## config.mk

```make
export PLATFORM = sky130hd
export DESIGN_NAME = sys_regfile_ctrl
export DESIGN_NICKNAME = d
export VERILOG_FILES = /design/src/rtl/sys_regfile_ctrl.sv
export SDC_FILE = /design/constraint.sdc
export NUM_CORES = 1
export LEC_CHECK = 0
export ABC_CLOCK_PERIOD_IN_PS = 2690
export BUFFER_PORTS_ARGS = -buffer_cell sky130_fd_sc_hd__buf_2
export CORE_ASPECT_RATIO = 1.5
export CORE_UTILIZATION = 30
export DETAILED_ROUTE_END_ITERATION = 7
export PLACE_DENSITY_LB_ADDON = 0.12
export SLEW_MARGIN = 20
export SYNTH_ARGS = -nofsm -noshare
export SYNTH_HDL_FRONTEND = slang
export SYNTH_SLANG_ARGS = --single-unit
```

## constraint.sdc

```tcl
create_clock -name i_clk -period 2.69 [get_ports i_clk]
set_input_delay 0.4035 -clock i_clk [delete_from_list [all_inputs] [get_ports i_clk]]
set_output_delay 0.4035 -clock i_clk [all_outputs]
set_load 0.02 [all_outputs]
```

## src/rtl/sys_regfile_ctrl.sv

```systemverilog
// sys_regfile_ctrl
//   Command-side initiator for the system register file. Parses a byte stream
//   from the UART receive path into write frames (WR_CMD, addr, data) and read
//   frames (RD_CMD, addr). A write frame issues one write-enable pulse. A read
//   frame issues one read-enable pulse, captures the returned data and offers
//   it to the UART transmit path over a valid/ready handshake.
//
//   Optional feature: define REGFILE_CTRL_TIMEOUT_EN to abort partial frames
//   that stall in WR_ADDR, WR_DATA or RD_ADDR for TIMEOUT_CYCLES-1 cycles.
//
// Ports
//   i_clk       system clock
//   i_rst       synchronous active-high reset
//   i_rx_data   received byte
//   i_rx_valid  one-cycle strobe, i_rx_data valid
//   o_rf_addr   register-file address
//   o_rf_wdata  register-file write data
//   o_rf_en_w   register-file write enable (one-cycle pulse)
//   o_rf_en_r   register-file read enable (one-cycle pulse)
//   i_rf_rdata  register-file read data, valid the cycle after o_rf_en_r
//   o_tx_data   byte to transmit
//   o_tx_valid  o_tx_data valid, held until accepted
//   i_tx_ready  transmitter accepts when high with o_tx_valid
//   o_busy      high in every state except IDLE
//   o_err       one-cycle pulse on protocol error
//
// state    | meaning
// ---------+-----------------------------------------------------
// IDLE     | waiting for a command byte
// WR_ADDR  | write frame, waiting for the address byte
// WR_DATA  | write frame, waiting for the data byte
// WR_ISSUE | o_rf_en_w driven this cycle
// RD_ADDR  | read frame, waiting for the address byte
// RD_ISSUE | o_rf_en_r driven this cycle
// RD_WAIT  | register file presents read data this cycle
// TX_SEND  | o_tx_valid held until i_tx_ready
module sys_regfile_ctrl #(
    parameter int              WIDTH          = 8,
    parameter int              ADDR_W         = 4,
    parameter logic [WIDTH-1:0] WR_CMD        = 8'hAA,
    parameter logic [WIDTH-1:0] RD_CMD        = 8'hBB,
    parameter int              TIMEOUT_CYCLES = 1024
) (
    input  logic              i_clk,
    input  logic              i_rst,
    input  logic [WIDTH-1:0]  i_rx_data,
    input  logic              i_rx_valid,
    output logic [ADDR_W-1:0] o_rf_addr,
    output logic [WIDTH-1:0]  o_rf_wdata,
    output logic              o_rf_en_w,
    output logic              o_rf_en_r,
    input  logic [WIDTH-1:0]  i_rf_rdata,
    output logic [WIDTH-1:0]  o_tx_data,
    output logic              o_tx_valid,
    input  logic              i_tx_ready,
    output logic              o_busy,
    output logic              o_err
);

    if (TIMEOUT_CYCLES < 2 || WIDTH <= ADDR_W) begin : g_bad_params
        $error("sys_regfile_ctrl: need TIMEOUT_CYCLES >= 2 and WIDTH > ADDR_W");
    end

    typedef enum logic [2:0] {
        S_IDLE,
        S_WR_ADDR,
        S_WR_DATA,
        S_WR_ISSUE,
        S_RD_ADDR,
        S_RD_ISSUE,
        S_RD_WAIT,
        S_TX_SEND
    } state_t;

    state_t            state, state_n;
    logic [ADDR_W-1:0] addr_n;
    logic [WIDTH-1:0]  wdata_n;
    logic [WIDTH-1:0]  tx_data_n;
    logic              en_w_n, en_r_n, tx_valid_n, busy_n, err_n;
    logic              addr_ok;

    // An address byte is legal only if the bits above the file's address
    // range are all zero.
    assign addr_ok = (i_rx_data[WIDTH-1:ADDR_W] == '0);

`ifdef REGFILE_CTRL_TIMEOUT_EN
    localparam int              TMO_W    = $clog2(TIMEOUT_CYCLES);
    localparam logic [TMO_W-1:0] TMO_LOAD = TMO_W'(TIMEOUT_CYCLES - 1);

    // Down-counter: reloaded on every accepted byte and outside timed states;
    // terminal count 0 equals TIMEOUT_CYCLES-1 cycles without a byte.
    logic [TMO_W-1:0] tmo_cnt, tmo_cnt_n;
    logic             timed_state;

    assign timed_state = (state == S_WR_ADDR) || (state == S_WR_DATA) ||
                         (state == S_RD_ADDR);
`endif

    always_comb begin
        state_n    = state;
        addr_n     = o_rf_addr;
        wdata_n    = o_rf_wdata;
        tx_data_n  = o_tx_data;
        tx_valid_n = o_tx_valid;
        en_w_n     = 1'b0;
        en_r_n     = 1'b0;
        err_n      = 1'b0;

        case (state)
            S_IDLE: begin
                if (i_rx_valid) begin
                    if (i_rx_data == WR_CMD)      state_n = S_WR_ADDR;
                    else if (i_rx_data == RD_CMD) state_n = S_RD_ADDR;
                    else                          err_n   = 1'b1;
                end
            end
            S_WR_ADDR: begin
                if (i_rx_valid) begin
                    if (addr_ok) begin
                        addr_n  = i_rx_data[ADDR_W-1:0];
                        state_n = S_WR_DATA;
                    end else begin
                        err_n   = 1'b1;
                        state_n = S_IDLE;
                    end
                end
            end
            S_WR_DATA: begin
                if (i_rx_valid) begin
                    wdata_n = i_rx_data;
                    en_w_n  = 1'b1;
                    state_n = S_WR_ISSUE;
                end
            end
            S_WR_ISSUE: begin
                err_n   = i_rx_valid;
                state_n = S_IDLE;
            end
            S_RD_ADDR: begin
                if (i_rx_valid) begin
                    if (addr_ok) begin
                        addr_n  = i_rx_data[ADDR_W-1:0];
                        en_r_n  = 1'b1;
                        state_n = S_RD_ISSUE;
                    end else begin
                        err_n   = 1'b1;
                        state_n = S_IDLE;
                    end
                end
            end
            S_RD_ISSUE: begin
                err_n   = i_rx_valid;
                state_n = S_RD_WAIT;
            end
            S_RD_WAIT: begin
                // The file registers its output, so the data is on
                // i_rf_rdata during this cycle.
                err_n      = i_rx_valid;
                tx_data_n  = i_rf_rdata;
                tx_valid_n = 1'b1;
                state_n    = S_TX_SEND;
            end
            S_TX_SEND: begin
                err_n = i_rx_valid;
                if (i_tx_ready) begin
                    tx_valid_n = 1'b0;
                    state_n    = S_IDLE;
                end
            end
            default: begin
                state_n    = S_IDLE;
                tx_valid_n = 1'b0;
            end
        endcase

`ifdef REGFILE_CTRL_TIMEOUT_EN
        tmo_cnt_n = TMO_LOAD;
        if (timed_state && !i_rx_valid) begin
            if (tmo_cnt == '0) begin
                err_n   = 1'b1;
                state_n = S_IDLE;
            end else begin
                tmo_cnt_n = tmo_cnt - 1'b1;
            end
        end
`endif

        busy_n = (state_n != S_IDLE);
    end

    always_ff @(posedge i_clk) begin
        if (i_rst) begin
            state      <= S_IDLE;
            o_rf_addr  <= '0;
            o_rf_wdata <= '0;
            o_rf_en_w  <= 1'b0;
            o_rf_en_r  <= 1'b0;
            o_tx_data  <= '0;
            o_tx_valid <= 1'b0;
            o_busy     <= 1'b0;
            o_err      <= 1'b0;
        end else begin
            state      <= state_n;
            o_rf_addr  <= addr_n;
            o_rf_wdata <= wdata_n;
            o_rf_en_w  <= en_w_n;
            o_rf_en_r  <= en_r_n;
            o_tx_data  <= tx_data_n;
            o_tx_valid <= tx_valid_n;
            o_busy     <= busy_n;
            o_err      <= err_n;
        end
    end

`ifdef REGFILE_CTRL_TIMEOUT_EN
    always_ff @(posedge i_clk) begin
        if (i_rst) tmo_cnt <= TMO_LOAD;
        else       tmo_cnt <= tmo_cnt_n;
    end
`endif

endmodule
```

After elaboration in Yosys (flattened, before gate mapping)
Index checks and enable logic that the tools add are counted.

Flip-flop bits (word level): 28. Bits of input ports: 20. Output and inout port bits: 25. Word-level logic and storage cells: 53.

Equal/unequal tests: 10. Multiplexer cells: 20. Bitwise logic cells: 3. Reductions and logical operators: 11.

Operator list (count): $mux 3 (8); $pmux 3 s8 (1); $eq 8x8->1 const B (2); $eq 3x3->1 const B (4); $mux 1 (8); $eq 3x2->1 const B (2); $logic_not 4->1 (1); $reduce_and 2->1 (2); $reduce_or 2->1 (2); $reduce_or 4->1 (1); $eq 3x1->1 const B (1); $logic_not 3->1 (1); $not 1->1 (3); $pmux 1 s3 (1); $reduce_and 3->1 (1); $reduce_bool 3->1 (1); $reduce_or 3->1 (1); $mux 2 (1); $ne 2x2->1 const B (1); $pmux 1 s2 (1); $reduce_bool 2->1 (1).

Depth between registers and ports, before layout
Gate-level depths: netlist (run 1).

Word-level depth: 6. Depth in mapped cells: 6. Depth with buffers taken out: 4.

Least setup slack after synthesis (run 1)
Ideal clock, no wire load.

Path kind: input -> register. Start point: input port i_rx_data[4]. End point: register o_rf_addr[0]. Library setup time: 0.128 ns. Arrival time: 1.198 ns. Data required time: 2.562 ns. Setup slack: 1.364 ns. Stages: 4. Buffers on the path: 0. Cell sequence: nor4_4 nand4b_2 mux2i_1 nor2_1.

Word-level cells in the longest chain between the ends: 2.

Ends and longest elaborated chain: start: declaration (line 46) `input logic [WIDTH-1:0] i_rx_data,`; $logic_not 4->1 (line 84) `assign addr_ok = (i_rx_data[WIDTH-1:ADDR_W] == '0);`; $reduce_and 3->1 (no source line); end signal: assignment (line 204) `o_rf_addr <= addr_n;`; end: declaration (line 48) `output logic [ADDR_W-1:0] o_rf_addr,`.

No other way between the ends. A chain may end at the register's enable or synchronous reset.

Worst setup path in the final report (run 1)
Start point: register state[2]. End point: register o_busy.

Word-level cells in the longest chain between the ends: 5. Elaborated cells between the ends (all ways): 17. Classes of those cells: eq/ne: 7; mux: 8; reduce/logical: 2.

Ends and longest elaborated chain: start: declaration (line 75) `state_t state, state_n;`; start signal: assignment (line 203) `state <= state_n;`; $mux 3 (line 113) `else if (i_rx_data == RD_CMD) state_n = S_RD_ADDR;`; $mux 3 (line 112) `if (i_rx_data == WR_CMD) state_n = S_WR_ADDR;`; $mux 3 (line 111) `if (i_rx_valid) begin`; $pmux 3 s8 * (line 109) `case (state)`; $reduce_bool 3->1 * (line 188) `busy_n = (state_n != S_IDLE);`; end signal: assignment (line 210) `o_busy <= busy_n;`; end: declaration (line 56) `output logic o_busy,`.

Every way passes the cells marked *; elsewhere a longest branch is shown, timed or not.

==> flow_summary.toml, run 1 <==
[setup_path]
arrival_ns = 1.76
critPathKind = "reg2reg"
start_kind = "flop"
critPathBufInv = 0
cpMaxStageDelayCell = "dfxtp_1"
critical_path.max_fanout = 20
cp_data_required_time_ns = 2.84
critPathCaptureType = "flop"
path_cells = "nor4b_1 > a221o_1 > o21ai_0 > nand4b_1"
critical_path.top_delay_family = "flip-flops"
slowest_delay_ns = 0.73

[synthesis]
synth_cell_types = 28
synth.avg_cell_area_sq_um = 8.66
yosys_warnings = 0
synth_commonest_cells = "29 x nand2_1, 28 x dfxtp_1, 19 x a21oi_1, 11 x nand3_1, 6 x buf_2"
ys_seq_area_share_pct = 48.6
ys_ff_latch = 28
synth_area_sq_um = 1150
synth_edf_count = 0
synth_cells = 133
synthFlopType = "dfxtp_1"
post-synth-top-area-cell = "dfxtp_1"
yosysTopAreaCellShare_pct = 48.6
synth_nets = 153
yosysMostFrequentCell = "nand2_1"
yosys-top-cells-area = "dfxtp_1 49%, nand2_1 9.4%, a21oi_1 8.3%"
async_flop_share_pct = 0

[detailed_routing]
routed_via_density = 5.06
antenna_left = 0
route.detailed.drc = 0
wirelength_um = 2700
vias = 1087
wl_per_cell_um = 12.6
dr.pass1.iters = 4
drtIter0Drc = 19

[cts]
clock-sinks = 28
post_cts_resized = 0
ctsLongestPathBuffers = 2
h-tree-depth = 1
cts_tree = "built"
cts-root-buf = "clkbuf_8"
post-cts-setup-buffers = 0
clk_pin_slew_ns = 0.10
insertion_delay_ns = 0.28
cts_hold_buf = 0
cts_buffers = 3

[sta]
worst_pin_slew_ns = 0.618
finalCriticalPeriod_ns = 1.61
fin_tns_setup_ns = 0
fmax_mhz = 621
rsz0062_at_grt = "no"
hold_violations = 0
skew_ns = 0.00614
fin_crit_sh_pct = 59.8
setup_viol = 0
slew_headroom_pct = 58.8
report.final.slew_viol_count = 0

[flow_run]
maxCapViolations = 0

[global_route]
antenna_found_initial = 0
grt_remaining_overflow = 0
grt_max_degree = 27
grt_pass1_vias = 1059
grt_pass1_wl_um = 4690
grt_use_total_pct = 14.9

[die]
start_util_pct = 31.3
die_h_um = 77.9
die_w_um = 52.6
die_area_sq_um = 4100
pin_count = 45
core_sq_um = 3680
num_rows = 27

[finish]
area_growth_pct = 26.7
n_antenna_cell = 0
fin_util_pct = 39.7
drive_above_1_share_pct = 30.8
layout.nets = 193

[place]
dp.final_hpwl_um = 2010
gp_congestion = 0.729
place.port_buffers = 44

[min_path]
hold_path.class = "in2reg"

[power]
p_per_area_nw_per_um2 = 540
p_leak_uw = 0.000645
peakVddDrop_v = 0.000252
p_total_uw = 789

[status]
outcome = "finished clean"
## kinds of logic (layout without fill, tap and decap cells)
family / after synthesis / count (layout) / share of synthesized area [%]
and+or+nand+nor: 63 / 63 / 29.9
DFF: 28 / 28 / 48.6
AOI/OAI and AO/OA: 26 / 26 / 12.6
buffers and inverters: 10 / 49 / 3.91
muxes: 4 / 4 / 3.47
xor gates and xnor gates: 2 / 2 / 1.52
## power breakdown
group / total [uW] / internal [uW] / switching (uW)
clock network: 334 / 199 / 134
logic: 39.6 / 16.2 / 23.3
registers: 415 / 415 / 0.399
total: 789 / 631 / 158
## metal layers
layer | routed length [um] | vias to the layer above | GRT usage (%) | share of wire [%]
met1 | 1160 | 511 | 17.1 | 43
li1 | - | 545 | - | -
met4 | 19 | 0 | 5.53 | 0.70
met3 | 104 | 2 | 1.96 | 3.9
met5 | 0 | - | 0 | 0
met2 | 1420 | 29 | 26.7 | 53
## layout make-up
class | count | area, sq um
tap | 43 | 53.8
clock inverter | 1 | 30.0
fill | 396 | 2220
multi-input combinational | 95 | 547
timing repair buffer | 45 | 228
clock buffer | 3 | 41.3
sequential | 28 | 561
## layout by cell type, fill, tap and decap left out
master	count
and4b_2	1
nand3b_1	1
o311a_1	1
buf_2	44
nor4_4	1
bufinv_16	1
a31oi_1	2
nand2_1	29
nor2_1	5
nor3b_1	2
o31ai_1	1
nand4_1	1
mux2i_1	4
or4b_1	1
and2_1	1
and4_2	1
nor3_1	1
a21oi_1	19
a221o_1	1
nand4b_1	3
nor4b_1	1
buf_4	1
xnor2_1	1
nor2b_1	3
nand3_1	11
xor2_1	1
dfxtp_1	28
o21ai_0	2
clkbuf_8	3
nand4b_2	1
## through the flow
step / instances / cell area (sq um) / hold slack (ns) / worst slack (ns)
after floorplan: 133 / 1150 / 0.504 / 1.36
after global placement: 211 / 1390 / 0.442 / 1.04
after detailed placement: 211 / 1390 / 0.446 / 1.02
after CTS: 215 / 1460 / 0.358 / 1.07
after global routing: 215 / 1460 / 0.368 / 0.883
final: 215 / 1460 / 0.367 / 1.08
## worst paths after layout
kind,start,end,slack [ns],cells after the start
worst max-delay path,state[2],o_busy,1.08,4
worst min-delay path,i_rf_rdata[5],o_tx_data[5],0.37,3
worst max register to register,state[2],o_busy,1.08,4
worst min register to register,o_tx_valid,o_tx_valid,0.46,2
## tightest hold or removal path, delay by kind of cell
family                 cells  cell delay, ns
AO/OA/AOI/OAI              1            0.05
buffers and inverters      1            0.10
AND/OR/NAND/NOR            1            0.05
## state kept, by name, indices dropped and copies added, names as in the netlist, 3 cells and up
| register | count |
|---|---|
| o_rf_addr | 4 |
| o_rf_wdata | 8 |
| o_tx_data | 8 |
| state | 3 |
(Power assumes the default switching activity.)
==> run 2, diff against run 1 <==
--- a/config.mk
+++ b/config.mk
@@ -5,7 +5,7 @@
 export SDC_FILE = /design/constraint.sdc
 export NUM_CORES = 1
 export LEC_CHECK = 0
-export ABC_CLOCK_PERIOD_IN_PS = 2690
+export ABC_CLOCK_PERIOD_IN_PS = 1510
 export BUFFER_PORTS_ARGS = -buffer_cell sky130_fd_sc_hd__buf_2
 export CORE_ASPECT_RATIO = 1.5
 export CORE_UTILIZATION = 30
==> constraint.sdc (replaced) <==
create_clock -name i_clk -period 1.51 [get_ports i_clk]
set_input_delay 0.2265 -clock i_clk [delete_from_list [all_inputs] [get_ports i_clk]]
set_output_delay 0.2265 -clock i_clk [all_outputs]
set_load 0.02 [all_outputs]
==> run 2 against run 1 <==
Net effect: hold slack worse by 0.17 ns; register-to-register slack worse by 0.97 ns; largest power group unchanged; combinational power up 84%; sequential power is 78% higher.
==> flow_summary.toml, run 2 (same netlist as run 1, synthesis figures left out) <==
[status]
outcome = "finished clean"

[die]
pin_count = 45
start_util_pct = 31.3
num_rows = 27
die_w_um = 52.6
die_area_sq_um = 4100
die_h_um = 77.9
core_sq_um = 3680

[sta]
hold_violations = 0
slew_headroom_pct = 73.6
fmax_mhz = 713
fin_crit_sh_pct = 92.9
fin_tns_setup_ns = 0
report.final.slew_viol_count = 0
rsz0062_at_grt = "no"
setup_viol = 0
skew_ns = 0.00366
worst_pin_slew_ns = 0.393
finalCriticalPeriod_ns = 1.40

[setup_path]
arrival_ns = 1.55
critPathBufInv = 0
r2r_end = "o_busy"
path_cells = "nor4b_1 > a221o_1 > o21ai_0 > nand4b_1"
critical_path.top_delay_family = "flip-flops"
critical_path.max_fanout = 10
start_kind = "flop"
cp_data_required_time_ns = 1.66
critPathKind = "reg2reg"
ff2ff_path_depth = 4
cpMaxStageDelayCell = "dfxtp_1"
critPathCaptureType = "flop"
rrSetupSlack_ns = 0.11
slowest_delay_ns = 0.53
rr_startpoint = "state[2]"

[detailed_routing]
antenna_left = 0
wl_per_cell_um = 12.9
drtIter0Drc = 14
route.detailed.drc = 0
routed_via_density = 4.92
wirelength_um = 2830
vias = 1078
dr.pass1.iters = 4

[min_path]
worstHoldEndpoint = "o_tx_data[1]"
hold_path.class = "in2reg"
hold_depth = 3
hold_start = "i_rf_rdata[1]"

[finish]
area_growth_pct = 29.5
fin_util_pct = 40.5
drive_above_1_share_pct = 33.5
n_antenna_cell = 0
biggestRegsByFlops = "o_rf_wdata: 8 flops, o_tx_data: 8 flops, o_rf_addr: 4 flops"
layout.nets = 197
layout.cells.most_common_list = "44 x buf_2, 29 x nand2_1, 26 x dfxtp_1"
layout.cells.most_common = "buf_2"
fin_area_sq_um = 1490

[cts]
cts-root-buf = "clkbuf_8"
post-cts-setup-buffers = 0
h-tree-depth = 1
ctsLongestPathBuffers = 2
clock-sinks = 28
cts_buffers = 3
insertion_delay_ns = 0.27
cts_tree = "built"
clk_pin_slew_ns = 0.10

[place]
place.port_buffers = 44
dp.final_hpwl_um = 2130
gp_congestion = 0.737
placed_area_sq_um = 1420

[global_route]
grt_pass1_wl_um = 4520
grt_use_total_pct = 14.6
antenna_found_initial = 0
grt_max_degree = 17
grt_remaining_overflow = 0
grt_pass1_vias = 984

[power]
p_int_uw = 1120
peakVddDrop_v = 0.000501
power_frac_seq_pct = 53.0
p_leak_uw = 0.000667
p_per_area_nw_per_um2 = 935
comb_power_share_pct = 5.2
p_sw_share_pct = 19.4
clkPwrFrac_pct = 41.8
switchingPower_uw = 271

[flow_run]
maxCapViolations = 0
==> run 2: repair_timing <==
item	CTS	global route
setup endpoints to repair	0	12
resized for setup	0	2
hold buffers	0	0
==> run 2: final cells by class <==
class                      instances  area, sq um
fill                             388         2190
clock inverter                     1         30.0
sequential                        28          563
timing repair buffer              49          258
clock buffer                       3         41.3
multi-input combinational         95          547
tap                               43         53.8
==> run 2: power by group through the flow <==
stage / sequential [uW] / combinational (uW) / clock [uW]
after floorplan: 759 / 28.6 / 0
after global placement: 757 / 73.4 / 0
after detailed placement: 757 / 73.0 / 0
after CTS: 740 / 73.4 / 612
after global routing: 741 / 80.4 / 640
final: 740 / 72.9 / 583
==> run 2: worst reg2reg max path, delay by kind of cell, from the launching register on <==
kind            cells  cell delay, ns
flops               1            0.53
compound gates      2            0.50
simple gates        2            0.24
==> run 2: per-layer routing <==
metal	GRT usage (%)	wire, um	up-vias
met1	17.5	1220	499
met5	0	0	-
met2	25.4	1470	29
li1	-	-	548
met4	4.74	18	0
met3	2.55	122	2
==> run 2: through the flow <==
step                      hold slack, ns  setup WS [ns]  instances  power (uW)
after global placement             0.439         0.0733        215         831
after CTS                          0.184         0.0649        219        1430
final                              0.198          0.107        219        1400
after floorplan                    0.327          0.268        133         788
after global routing               0.182        0.00426        219        1460
after detailed placement           0.446         0.0486        215         830
==> run 2: worst max path at each step <==
stage,from,to,slack (ns),cells past startpoint
6_report,state[2],o_busy,0.11,4
5_1_grt,state[2],o_rf_addr[2],0.004,4
4_1_cts,state[1],o_tx_data[7],0.06,5
3_5_place_dp,i_rx_data[4],o_rf_addr[3],0.05,5
3_3_place_gp,i_rx_data[4],o_rf_addr[1],0.07,5
2_1_floorplan,state[0],o_busy,0.27,4
